## config.mk

```make
export PLATFORM = sky130hd
export DESIGN_NAME = regfile_mp_sb_flat
export DESIGN_NICKNAME = d
export VERILOG_FILES = /design/src/rtl/regfile_mp_sb_pkg.sv /design/src/rtl/regfile_mp_sb_if.sv /design/src/rtl/regfile_mp_sb_scoreboard.sv /design/src/rtl/regfile_mp_sb.sv /design/src/flat_wrapper.sv
export SDC_FILE = /design/constraint.sdc
export NUM_CORES = 2
export LEC_CHECK = 0
export BUFFER_PORTS_ARGS = -buffer_cell sky130_fd_sc_hd__buf_4
export CAP_MARGIN = 20
export CORE_AREA = 2 2 314 223
export DETAILED_ROUTE_END_ITERATION = 10
export DIE_AREA = 0 0 316 225
export GPL_ROUTABILITY_DRIVEN = 0
export PLACE_DENSITY = 0.79
export SLEW_MARGIN = 15
export SYNTH_ARGS = -nofsm -noshare
export SYNTH_HDL_FRONTEND = slang
export SYNTH_SLANG_ARGS = --single-unit
```

## constraint.sdc

```tcl
create_clock -name i_clk -period 5.15 [get_ports i_clk]
set_input_delay 0.7725 -clock i_clk [delete_from_list [all_inputs] [get_ports i_clk]]
set_output_delay 0.7725 -clock i_clk [all_outputs]
set_load 0.01 [all_outputs]
```

## src/rtl/regfile_mp_sb_pkg.sv

```systemverilog
// Shared constants and helpers for the multi-port register file.
// Port/index helpers work on fixed maximum widths; callers zero-pad their vectors.
package regfile_pkg;

    localparam int unsigned SP_INDEX_DEF = 14;
    localparam logic [31:0] SP_INIT_DEF  = 32'h2000_0000;

    localparam int unsigned MAX_WR     = 8;
    localparam int unsigned MAX_ADDR_W = 8;
    localparam int unsigned MAX_DEPTH  = 256;

    typedef struct packed {
        logic       hit;
        logic [2:0] port;
    } wr_match_t;

    // Highest-index enabled write port whose address equals addr.
    function automatic wr_match_t wr_match(
        input logic [MAX_WR-1:0]            en,
        input logic [MAX_WR*MAX_ADDR_W-1:0] addrs,
        input logic [MAX_ADDR_W-1:0]        addr
    );
        wr_match_t m;
        m = '0;
        for (int unsigned w = 0; w < MAX_WR; w++) begin
            if (en[w] && (addrs[w*MAX_ADDR_W +: MAX_ADDR_W] == addr)) begin
                m.hit  = 1'b1;
                m.port = 3'(w);
            end
        end
        return m;
    endfunction

    function automatic int unsigned popcount(input logic [MAX_DEPTH-1:0] v);
        int unsigned cnt;
        cnt = 0;
        for (int unsigned i = 0; i < MAX_DEPTH; i++) begin
            cnt += 32'(v[i]);
        end
        return cnt;
    endfunction

endpackage

```

## src/rtl/regfile_mp_sb_if.sv

```systemverilog
// Decode/writeback-side bus of the register file: read ports, write ports,
// scoreboard controls and debug readout.
interface regfile_mp_sb_if #(
    parameter int unsigned DATA_W = 32,
    parameter int unsigned ADDR_W = 4,
    parameter int unsigned NUM_RD = 2,
    parameter int unsigned NUM_WR = 2
);
    logic [NUM_RD*ADDR_W-1:0] rd_addr;
    logic [NUM_RD*DATA_W-1:0] rd_data;
    logic [NUM_RD-1:0]        rd_busy;
    logic [NUM_WR-1:0]        wr_en;
    logic [NUM_WR*ADDR_W-1:0] wr_addr;
    logic [NUM_WR*DATA_W-1:0] wr_data;
    logic                     issue_en;
    logic [ADDR_W-1:0]        issue_addr;
    logic                     flush;
    logic [ADDR_W:0]          pending_cnt;
    logic [ADDR_W-1:0]        dbg_addr;
    logic [DATA_W-1:0]        dbg_data;

    modport master (
        output rd_addr, wr_en, wr_addr, wr_data, issue_en, issue_addr, flush, dbg_addr,
        input  rd_data, rd_busy, pending_cnt, dbg_data
    );

    modport slave (
        input  rd_addr, wr_en, wr_addr, wr_data, issue_en, issue_addr, flush, dbg_addr,
        output rd_data, rd_busy, pending_cnt, dbg_data
    );
endinterface

```

## src/rtl/regfile_mp_sb_scoreboard.sv

```systemverilog
// Per-register pending scoreboard: issue sets, writeback/flush clear,
// busy flags for read ports and a registered pending count.
module regfile_scoreboard
    import regfile_pkg::*;
#(
    parameter int unsigned DEPTH    = 16,
    parameter int unsigned ADDR_W   = $clog2(DEPTH),
    parameter int unsigned NUM_RD   = 2,
    parameter int unsigned NUM_WR   = 2,
    parameter int unsigned ZERO_REG = 0
) (
    input  logic                     i_clk,
    input  logic                     i_reset_n,
    input  logic [NUM_RD*ADDR_W-1:0] i_rd_addr,
    input  logic [NUM_WR-1:0]        i_wr_en,
    input  logic [NUM_WR*ADDR_W-1:0] i_wr_addr,
    input  logic                     i_issue_en,
    input  logic [ADDR_W-1:0]        i_issue_addr,
    input  logic                     i_flush,
    output logic [NUM_RD-1:0]        o_rd_busy,
    output logic [ADDR_W:0]          o_pending_cnt
);
    localparam int unsigned CNT_W = ADDR_W + 1;

    logic [DEPTH-1:0]             r_pend;
    logic [DEPTH-1:0]             w_pend_d;
    logic [CNT_W-1:0]             r_cnt;
    logic [MAX_WR-1:0]            w_wr_en_pad;
    logic [MAX_WR*MAX_ADDR_W-1:0] w_wr_addr_pad;

    always_comb begin
        w_wr_en_pad   = MAX_WR'(i_wr_en);
        w_wr_addr_pad = '0;
        for (int unsigned w = 0; w < NUM_WR; w++) begin
            w_wr_addr_pad[w*MAX_ADDR_W +: MAX_ADDR_W] = MAX_ADDR_W'(i_wr_addr[w*ADDR_W +: ADDR_W]);
        end
    end

    // Applied lowest to highest precedence: flush, then writes, then issue.
    always_comb begin
        w_pend_d = r_pend;
        if (i_flush) begin
            w_pend_d = '0;
        end
        for (int unsigned w = 0; w < NUM_WR; w++) begin
            if (i_wr_en[w]) begin
                w_pend_d[i_wr_addr[w*ADDR_W +: ADDR_W]] = 1'b0;
            end
        end
        if (i_issue_en) begin
            w_pend_d[i_issue_addr] = 1'b1;
        end
        if (ZERO_REG != 0) begin
            w_pend_d[0] = 1'b0;
        end
    end

    always_comb begin
        logic [ADDR_W-1:0] w_addr;
        wr_match_t         w_m;
        o_rd_busy = '0;
        for (int unsigned i = 0; i < NUM_RD; i++) begin
            w_addr = i_rd_addr[i*ADDR_W +: ADDR_W];
            w_m    = wr_match(w_wr_en_pad, w_wr_addr_pad, MAX_ADDR_W'(w_addr));
            o_rd_busy[i] = r_pend[w_addr] & ~w_m.hit & ~((ZERO_REG != 0) && (w_addr == '0));
        end
    end

    always_ff @(posedge i_clk or negedge i_reset_n) begin
        if (!i_reset_n) begin
            r_pend <= '0;
            r_cnt  <= '0;
        end else begin
            r_pend <= w_pend_d;
            r_cnt  <= CNT_W'(popcount(MAX_DEPTH'(w_pend_d)));
        end
    end

    assign o_pending_cnt = r_cnt;

endmodule

```

## src/rtl/regfile_mp_sb.sv

```systemverilog
// Multi-port register file with write-to-read bypass, optional zero register,
// pending scoreboard and a registered debug readout.
module regfile_mp_sb
    import regfile_pkg::*;
#(
    parameter int unsigned DATA_W   = 32,
    parameter int unsigned DEPTH    = 16,
    parameter int unsigned ADDR_W   = $clog2(DEPTH),
    parameter int unsigned NUM_RD   = 2,
    parameter int unsigned NUM_WR   = 2,
    parameter int unsigned ZERO_REG = 0,
    parameter int unsigned SP_INDEX = SP_INDEX_DEF,
    parameter logic [DATA_W-1:0] SP_INIT = DATA_W'(SP_INIT_DEF)
) (
    input logic            i_clk,
    input logic            i_reset_n,
    regfile_mp_sb_if.slave bus
);
    logic [DATA_W-1:0]            r_mem [DEPTH];
    logic [DATA_W-1:0]            r_dbg_data;
    logic [MAX_WR-1:0]            w_wr_en_pad;
    logic [MAX_WR*MAX_ADDR_W-1:0] w_wr_addr_pad;
    logic [DATA_W-1:0]            w_wr_data_pad [MAX_WR];
    // Entry NUM_RD is the debug port; it shares the bypass path to get post-write data.
    logic [ADDR_W-1:0]            w_addr [NUM_RD+1];
    logic [DATA_W-1:0]            w_val  [NUM_RD+1];
    logic [NUM_RD-1:0]            w_rd_busy;
    logic [ADDR_W:0]              w_pending_cnt;

    always_comb begin
        w_wr_en_pad   = MAX_WR'(bus.wr_en);
        w_wr_addr_pad = '0;
        w_wr_data_pad = '{default: '0};
        for (int unsigned w = 0; w < NUM_WR; w++) begin
            w_wr_addr_pad[w*MAX_ADDR_W +: MAX_ADDR_W] = MAX_ADDR_W'(bus.wr_addr[w*ADDR_W +: ADDR_W]);
            w_wr_data_pad[w] = bus.wr_data[w*DATA_W +: DATA_W];
        end
    end

    for (genvar i = 0; i < NUM_RD; i++) begin : g_rd
        assign w_addr[i] = bus.rd_addr[i*ADDR_W +: ADDR_W];
        assign bus.rd_data[i*DATA_W +: DATA_W] = w_val[i];
    end
    assign w_addr[NUM_RD] = bus.dbg_addr;

    always_comb begin
        wr_match_t w_m;
        w_val = '{default: '0};
        for (int unsigned i = 0; i <= NUM_RD; i++) begin
            w_m = wr_match(w_wr_en_pad, w_wr_addr_pad, MAX_ADDR_W'(w_addr[i]));
            if ((ZERO_REG != 0) && (w_addr[i] == '0)) begin
                w_val[i] = '0;
            end else if (w_m.hit) begin
                w_val[i] = w_wr_data_pad[w_m.port];
            end else begin
                w_val[i] = r_mem[w_addr[i]];
            end
        end
    end

    // Later ports are assigned last, so the highest-index port wins a collision.
    always_ff @(posedge i_clk or negedge i_reset_n) begin
        if (!i_reset_n) begin
            for (int unsigned r = 0; r < DEPTH; r++) begin
                r_mem[r] <= (r == SP_INDEX) ? SP_INIT : '0;
            end
            r_dbg_data <= '0;
        end else begin
            for (int unsigned w = 0; w < NUM_WR; w++) begin
                if (bus.wr_en[w] &&
                    !((ZERO_REG != 0) && (bus.wr_addr[w*ADDR_W +: ADDR_W] == '0))) begin
                    r_mem[bus.wr_addr[w*ADDR_W +: ADDR_W]] <= bus.wr_data[w*DATA_W +: DATA_W];
                end
            end
            r_dbg_data <= w_val[NUM_RD];
        end
    end

    regfile_scoreboard #(
        .DEPTH    (DEPTH),
        .ADDR_W   (ADDR_W),
        .NUM_RD   (NUM_RD),
        .NUM_WR   (NUM_WR),
        .ZERO_REG (ZERO_REG)
    ) u_scoreboard (
        .i_clk         (i_clk),
        .i_reset_n     (i_reset_n),
        .i_rd_addr     (bus.rd_addr),
        .i_wr_en       (bus.wr_en),
        .i_wr_addr     (bus.wr_addr),
        .i_issue_en    (bus.issue_en),
        .i_issue_addr  (bus.issue_addr),
        .i_flush       (bus.flush),
        .o_rd_busy     (w_rd_busy),
        .o_pending_cnt (w_pending_cnt)
    );

    assign bus.rd_busy     = w_rd_busy;
    assign bus.pending_cnt = w_pending_cnt;
    assign bus.dbg_data    = r_dbg_data;

endmodule

```

## src/flat_wrapper.sv

```systemverilog
// flat-port wrapper written by rule: the top's interface ports become plain ports
module regfile_mp_sb_flat import regfile_pkg::*;
#(
    parameter int unsigned DATA_W   = 32,
    parameter int unsigned DEPTH    = 16,
    parameter int unsigned ADDR_W   = $clog2(DEPTH),
    parameter int unsigned NUM_RD   = 2,
    parameter int unsigned NUM_WR   = 2,
    parameter int unsigned ZERO_REG = 0,
    parameter int unsigned SP_INDEX = SP_INDEX_DEF,
    parameter logic [DATA_W-1:0] SP_INIT = DATA_W'(SP_INIT_DEF)
)
  (i_clk, i_reset_n, bus_rd_addr, bus_wr_en, bus_wr_addr, bus_wr_data, bus_issue_en, bus_issue_addr, bus_flush, bus_dbg_addr, bus_rd_data, bus_rd_busy, bus_pending_cnt, bus_dbg_data);
  regfile_mp_sb_if #(.DATA_W(DATA_W), .ADDR_W(ADDR_W), .NUM_RD(NUM_RD), .NUM_WR(NUM_WR)) bus_i ();
  input logic i_clk;
  input logic i_reset_n;
  input wire logic [$bits(bus_i.rd_addr)-1:0] bus_rd_addr;
  input wire logic [$bits(bus_i.wr_en)-1:0] bus_wr_en;
  input wire logic [$bits(bus_i.wr_addr)-1:0] bus_wr_addr;
  input wire logic [$bits(bus_i.wr_data)-1:0] bus_wr_data;
  input wire logic [$bits(bus_i.issue_en)-1:0] bus_issue_en;
  input wire logic [$bits(bus_i.issue_addr)-1:0] bus_issue_addr;
  input wire logic [$bits(bus_i.flush)-1:0] bus_flush;
  input wire logic [$bits(bus_i.dbg_addr)-1:0] bus_dbg_addr;
  output wire logic [$bits(bus_i.rd_data)-1:0] bus_rd_data;
  output wire logic [$bits(bus_i.rd_busy)-1:0] bus_rd_busy;
  output wire logic [$bits(bus_i.pending_cnt)-1:0] bus_pending_cnt;
  output wire logic [$bits(bus_i.dbg_data)-1:0] bus_dbg_data;
  assign bus_i.rd_addr = bus_rd_addr;
  assign bus_i.wr_en = bus_wr_en;
  assign bus_i.wr_addr = bus_wr_addr;
  assign bus_i.wr_data = bus_wr_data;
  assign bus_i.issue_en = bus_issue_en;
  assign bus_i.issue_addr = bus_issue_addr;
  assign bus_i.flush = bus_flush;
  assign bus_i.dbg_addr = bus_dbg_addr;
  assign bus_rd_data = bus_i.rd_data;
  assign bus_rd_busy = bus_i.rd_busy;
  assign bus_pending_cnt = bus_i.pending_cnt;
  assign bus_dbg_data = bus_i.dbg_data;
  regfile_mp_sb #(.DATA_W(DATA_W), .DEPTH(DEPTH), .ADDR_W(ADDR_W), .NUM_RD(NUM_RD), .NUM_WR(NUM_WR), .ZERO_REG(ZERO_REG), .SP_INDEX(SP_INDEX), .SP_INIT(SP_INIT)) u_core (.i_clk(i_clk), .i_reset_n(i_reset_n), .bus(bus_i));
endmodule
```

Yosys cells after proc, flatten, opt, wreduce, memory -nomap -nowiden
Index checks and enable logic that the tools add are counted.
- multipliers: 0
- shift operators: 0
- bitwise logic cells: 17
- reductions and logical operators: 11
- muxes and demuxes: 49
- $add $sub $neg: 15
- order comparisons: 18
- eq/ne operators: 6
- divide/modulo/power cells: 0
- operators by type and width (operator ; number):
    512-bit bitwise mux ; 2
    512-bit two-way mux ; 2
    32-bit two-way mux ; 17
    32-bit binary-select mux with 4-bit select ; 3
    32-bit binary-select mux with 3-bit select ; 3
    32-bit demux with 4-bit select ; 2
    16-bit two-way mux ; 4
    5-bit by 1-bit adder with 5-bit output ; 11
    16-bit bitwise AND ; 2
    16-bit NOT ; 2
    5-bit >= comparator (second input constant) ; 5
    4-bit by 5-bit < comparator with 1-bit output (second input constant) ; 5
    4-bit NOT with 5-bit output ; 5
    4-bit equality test ; 6
    4-bit two-way mux ; 6
    16-bit bitwise OR ; 1
    1-bit demux with 4-bit select ; 3
    4-bit by 1-bit >= comparator with 1-bit output (second input constant) ; 3
    4-bit >= comparator (second input constant) ; 3
    3-bit NOT with 4-bit output ; 3
    1-bit logical AND ; 11
    5-bit by 1-bit < comparator with 1-bit output (second input constant) ; 2
    1-bit binary-select mux with 4-bit select ; 2
    4-bit by 1-bit adder with 5-bit output ; 1
    other kinds (6) ; 12
- flip-flop bits (word level): 565
- memories: 0
- output and inout bits: 103
- latch bits: 0
- bits of input ports: 94
- logic and storage cells: 135
- bits in read-only memories: 0
- bits in writable memories: 0

Logic depth before layout (Yosys ltp)
- depth after elaboration: 26
- mapped depth: 19
- mapped depth without buffers: 17

Modules after synthesis
Synthesis repeated with hierarchy kept, for this count alone.
- cell total of the unflattened synthesis: 3861
- area, all modules: 40473.8 sq um
- by module, submodules not included (module ; area an instance (sq um) ; sequential area each (sq um) ; times used ; cells an instance):
    regfile_mp_sb ; 38573.2 ; 13614.3 ; 1 ; 3675
    regfile_scoreboard ; 1900.6 ; 525.5 ; 1 ; 186

Least setup slack after synthesis
Ideal clock, no wire load.
- kind: input-to-reg
- start: input bus_wr_addr[2]
- end: register u_core.u_scoreboard.r_cnt[4], in the netlist u_core.u_scoreboard.o_pending_cnt[4]
- path slack: 0.369 ns
- path buffers: 3
- cell stages on the path: 18
- data arrival time: 4.716 ns
- required time: 5.086 ns
- library setup time: 0.064 ns
- cells stage by stage: buf_2 buf_4 nand3_1 nor2_2 buf_4 o22a_1 fa_1 inv_1 fa_1 fa_1 inv_1 fa_1 inv_1 ha_1 inv_1 fa_1 nor2b_1 o21a_1
- word-level cells in the longest chain between the ends: 26
- elaborated cells between the ends (all ways): 27
- those cells by class: add/sub (15); order compare (2); mux (5); bitwise (4); reduce/logical (1)
- RTL lines (element ; RTL line ; text):
    start, declared ; flat_wrapper.sv:19 ; input wire logic [$bits(bus_i.wr_addr)-1:0] bus_wr_addr;
    4-bit by 5-bit < comparator with 1-bit output (implied by the code) or 4-bit by 1-bit >= comparator with 1-bit output (tied branches) ; regfile_mp_sb_scoreboard.sv:47 ; w_pend_d[i_wr_addr[w*ADDR_W +: ADDR_W]] = 1'b0;
    1-bit logical AND (implied by the code) ; regfile_mp_sb_scoreboard.sv:47 ;
    1-bit two-way mux (implied by the code) ; regfile_mp_sb_scoreboard.sv:47 ;
    1-bit demux with 4-bit select (*) ; regfile_mp_sb_scoreboard.sv:47 ;
    16-bit NOT (no line) (*) ; - ;
    16-bit bitwise AND (no line) (*) ; - ;
    16-bit two-way mux (*) ; regfile_mp_sb_scoreboard.sv:46 ; if (i_wr_en[w]) begin
    16-bit bitwise AND (no line) ; - ;
    16-bit two-way mux (*) ; regfile_mp_sb_scoreboard.sv:46 ;
    16-bit bitwise OR (no line) ; - ;
    16-bit two-way mux (*) ; regfile_mp_sb_scoreboard.sv:50 ; if (i_issue_en) begin
    1-bit by 1-bit adder with 2-bit output ; regfile_mp_sb_pkg.sv:38 ; cnt += 32'(v[i]);
    2-bit by 1-bit adder with 3-bit output ; regfile_mp_sb_pkg.sv:38 ;
    3-bit by 1-bit adder with 4-bit output ; regfile_mp_sb_pkg.sv:38 ;
    4-bit by 1-bit adder with 5-bit output ; regfile_mp_sb_pkg.sv:38 ;
    5-bit by 1-bit adder with 5-bit output (10 in a row) ; regfile_mp_sb_pkg.sv:38 ;
    5-bit by 1-bit adder with 5-bit output (*) ; regfile_mp_sb_pkg.sv:38 ;
    end signal, assigned ; regfile_mp_sb_scoreboard.sv:75 ; r_cnt <= CNT_W'(popcount(MAX_DEPTH'(w_pend_d)));
    end, declared ; regfile_mp_sb_scoreboard.sv:27 ; logic [CNT_W-1:0] r_cnt;
Mark *: on every way between the ends. The rest lies on a longest branch, timed or not.

Worst setup path in the final report
- start: input bus_wr_en[1]
- end: register u_core.u_scoreboard.r_cnt[4], in the netlist u_core.u_scoreboard.o_pending_cnt[4]
- word-level cells in the longest chain between the ends: 18
- RTL lines (element ; RTL line ; text):
    start, declared ; flat_wrapper.sv:18 ; input wire logic [$bits(bus_i.wr_en)-1:0] bus_wr_en;
    16-bit two-way mux (*) ; regfile_mp_sb_scoreboard.sv:46 ;
    16-bit bitwise OR (no line) ; - ;
    16-bit two-way mux (*) ; regfile_mp_sb_scoreboard.sv:50 ;
    1-bit by 1-bit adder with 2-bit output ; regfile_mp_sb_pkg.sv:38 ;
    2-bit by 1-bit adder with 3-bit output ; regfile_mp_sb_pkg.sv:38 ;
    3-bit by 1-bit adder with 4-bit output ; regfile_mp_sb_pkg.sv:38 ;
    4-bit by 1-bit adder with 5-bit output ; regfile_mp_sb_pkg.sv:38 ;
    5-bit by 1-bit adder with 5-bit output (10 in a row) ; regfile_mp_sb_pkg.sv:38 ;
    5-bit by 1-bit adder with 5-bit output (*) ; regfile_mp_sb_pkg.sv:38 ;
Marked as above.

==> impl_metrics.json <==
{
  "status": "finished clean",
  "drt_wl_total_mm": 145,
  "yosys.area_share.adder_pct": 0.638,
  "drt_first_pass_iters": 6,
  "ir_drop_uv": 296,
  "synth_seq_cells": 565,
  "hold_viol_final": 0,
  "crit_path_frequent_cell": "fa_1",
  "dp_cells": 4537,
  "synth_top_area_share_pct": 34.3,
  "final_cells": 4645,
  "drc": 0,
  "synth_top_family_by_area": "multiplexers",
  "max_stage_delay_ns": 0.56,
  "post_cts_buffers": 0,
  "synth_top_area_cell": "dfrtp_1",
  "chipWidth_um": 316,
  "critical_path_class": "in2reg",
  "portBuffers": 196,
  "grtUsageMet1_pct": 55.6,
  "synthMostInstantiatedCell": "mux2i_1",
  "cts_buffers": 57,
  "cts_resized": 0,
  "grt_max_degree": 144,
  "worstPathMaxFanout": 6,
  "power_density_nw_per_um2": 371,
  "initialDrtViolationCount": 5928,
  "syn_nets": 4029,
  "synth_compound_area_share_pct": 12.4,
  "critical_path_required_ns": 5.74,
  "synth_cell_types": 57,
  "crit_slowest_cell": "fa_1",
  "muxShareOfSynthArea_pct": 36.1,
  "antenna_found_initial": 6,
  "cts.sinks": 565,
  "die_h_um": 225,
  "drt-wirelength-per-cell_um": 31.2,
  "yosysWarnings": 0,
  "vias": 34580,
  "rsz0062_at_grt": "no",
  "grt_pass1_wl_mm": 216,
  "grt_util_met3_pct": 15.7,
  "final_nets": 3803,
  "netlist_instances": 3920,
  "syn_area_um2": 41200,
  "htree_levels": 2,
  "p_leak_nw": 17.9,
  "worstMarginPinSlew_ns": 1.19,
  "busiest_layer": "met2",
  "maxClockFrequency_ghz": 0.237,
  "skew_ns": 0.0109,
  "post-route-min-period_ns": 4.23,
  "gr-usage-all-layers_pct": 40.6,
  "postSynthAreaPerCell_um2": 10.5,
  "drive_above_1_share_pct": 23.9,
  "clk_pin_slew_ns": 0.06,
  "grt_util_met2_pct": 56.0,
  "post-place-ws_ns": 0.274,
  "synth-simple-area-share_pct": 8.81,
  "cts_root_buf": "clkbuf_16",
  "clkLatencyLatePin_ns": 0.65,
  "synth_common_cells": "mux2i_1 (709), dfrtp_1 (564), nor2_1 (326), a21oi_1 (321), nand2_1 (299)",
  "fin_crit_sh_pct": 82.1,
  "gr-total-overflow": 0,
  "ant_nets": 0,
  "clockBufferDepth": 3,
  "setup-violations-final": 0,
  "hold_class": "in2async",
  "maxCapViolCount": 0,
  "critPathLaunchType": "input pin",
  "post-route-util_pct": 64.7,
  "setup_slack_ns": 0.924,
  "synth_edf_count": 0,
  "slew_headroom_pct": 20.8,
  "area_growth_syn_to_layout_pct": 6.56,
  "synthXorXnorAreaFrac_pct": 0.553,
  "whs_ns": 0.115,
  "via_per_inst": 7.44,
  "post-dp-hpwl_mm": 79.5,
  "rows": 80,
  "start_util_pct": 60.7,
  "die-area_um2": 71100,
  "finalSetupTns_ns": 0,
  "core_area_um2": 67800,
  "cp_cell_sequence": "buf_4 > nor2b_1 > nand2b_1 > nor3_2 > o32a_1 > fa_1 > inv_1 > fa_1 > fa_1 > inv_1 > fa_1 > inv_1 > ha_1 > inv_1 > fa_1 > nor2b_1 > o21a_1",
  "crit_path_end_kind": "register",
  "ctsHoldBuffers": 0,
  "synth-seq-area-share_pct": 34.4,
  "grt_pass1_vias": 33331,
  "tritoncts": "done",
  "io_pins": 197,
  "slew_viol_final": 0,
  "ys_top_cells_by_area": "dfrtp_1 (34%), mux2i_1 (17%), mux4_2 (16%), a21oi_1 (3.9%), nor2_1 (3.0%)",
  "synth_ff_type": "dfrtp_1",
  "cp.arrival_ns": 4.81,
  "async_flop_share_pct": 100
}
==> worst paths after layout <==
path / from / endpoint / slack, ns / cells past startpoint
worst max-delay path: bus_wr_en[1] / u_core.u_scoreboard.o_pending_cnt[4] / 0.92 / 17
worst min-delay path: i_reset_n / u_core.u_scoreboard.o_pending_cnt[2] / 0.11 / 1
worst max register to register: u_core.u_scoreboard.r_pend[11] / u_core.u_scoreboard.o_pending_cnt[4] / 1.26 / 14
worst min register to register: u_core.r_mem[61] / u_core.r_mem[61] / 0.59 / 2
max in group asynchronous: i_reset_n / u_core.r_mem[16] / 3.69 / 2
min in group i_clk: bus_wr_data[59] / u_core.r_mem[443] / 0.48 / 3
==> cell families after synthesis <==
family                   after synthesis
adder cells (fa/ha/maj)               15
XOR/XNOR                              26
flip-flops                           565
AND/OR/NAND/NOR                      817
buffers and inverters                582
multiplexers                        1097
AO/OA/AOI/OAI                        818
==> layout make-up <==
class | count | area, um2
inverter | 19 | 71.3
antenna | 6 | 15.0
sequential | 565 | 14100
fill | 5209 | 23900
tap | 902 | 1130
clock buffer | 78 | 1660
clock inverter | 24 | 289
multi-input combinational | 2773 | 24300
timing repair buffer | 278 | 2260
==> report_power, final <==
| group | total, mW | switching [mW] | leakage [nW] | internal [mW] |
|---|---|---|---|---|
| Clock | 4.47 | 1.94 | 0.963 | 2.54 |
| Combinational | 5.10 | 2.31 | 10.2 | 2.79 |
| Sequential | 6.70 | 1.14 | 6.71 | 5.55 |
==> sequential cells by signal (all words and copies together), names as in the netlist <==
name and flops:
u_core.bus.dbg_data 32, u_core.u_scoreboard.r_pend 16, u_core.r_mem 512, u_core.u_scoreboard.o_pending_cnt 5
==> through the flow <==
step           power [mW]  instance area, um2
6_report             16.3               43900
5_1_grt              17.0               43900
4_1_cts              16.1               43800
3_5_place_dp         11.7               41900
3_3_place_gp         11.4               41900
2_1_floorplan        10.3               41200
==> cell usage in the layout, fill, tap and decap left out, drive strengths merged, types with 10 or more instances in the layout <==
cell type and count:
xor2 18, inv 19, nand2 300, a221oi 90
a21oi 321, clkinv 15, nand3 18, fa 10
nor2 330, mux2 90, nand2b 11, nand4 95
mux4 298, o221a 96, dfrtp 564, mux2i 709
nor3 12, nor2b 10, clkbuf 82, nand3b 12
buf 274, o21ai 287
==> routing by layer <==
metal	routed length (um)	vias to the layer above
met2	59800	3056
met3	24100	641
met5	0	-
met4	8080	0
met1	52800	16816
li1	-	14067
==> worst max-delay path: cells and delay by family <==
family | cells | cell delay, ns
buf+inv | 5 | 0.40
simple gates | 4 | 0.62
compound gates | 2 | 0.52
fa+ha+maj | 6 | 2.53
Note: power is estimated with default switching activity, not from simulation.
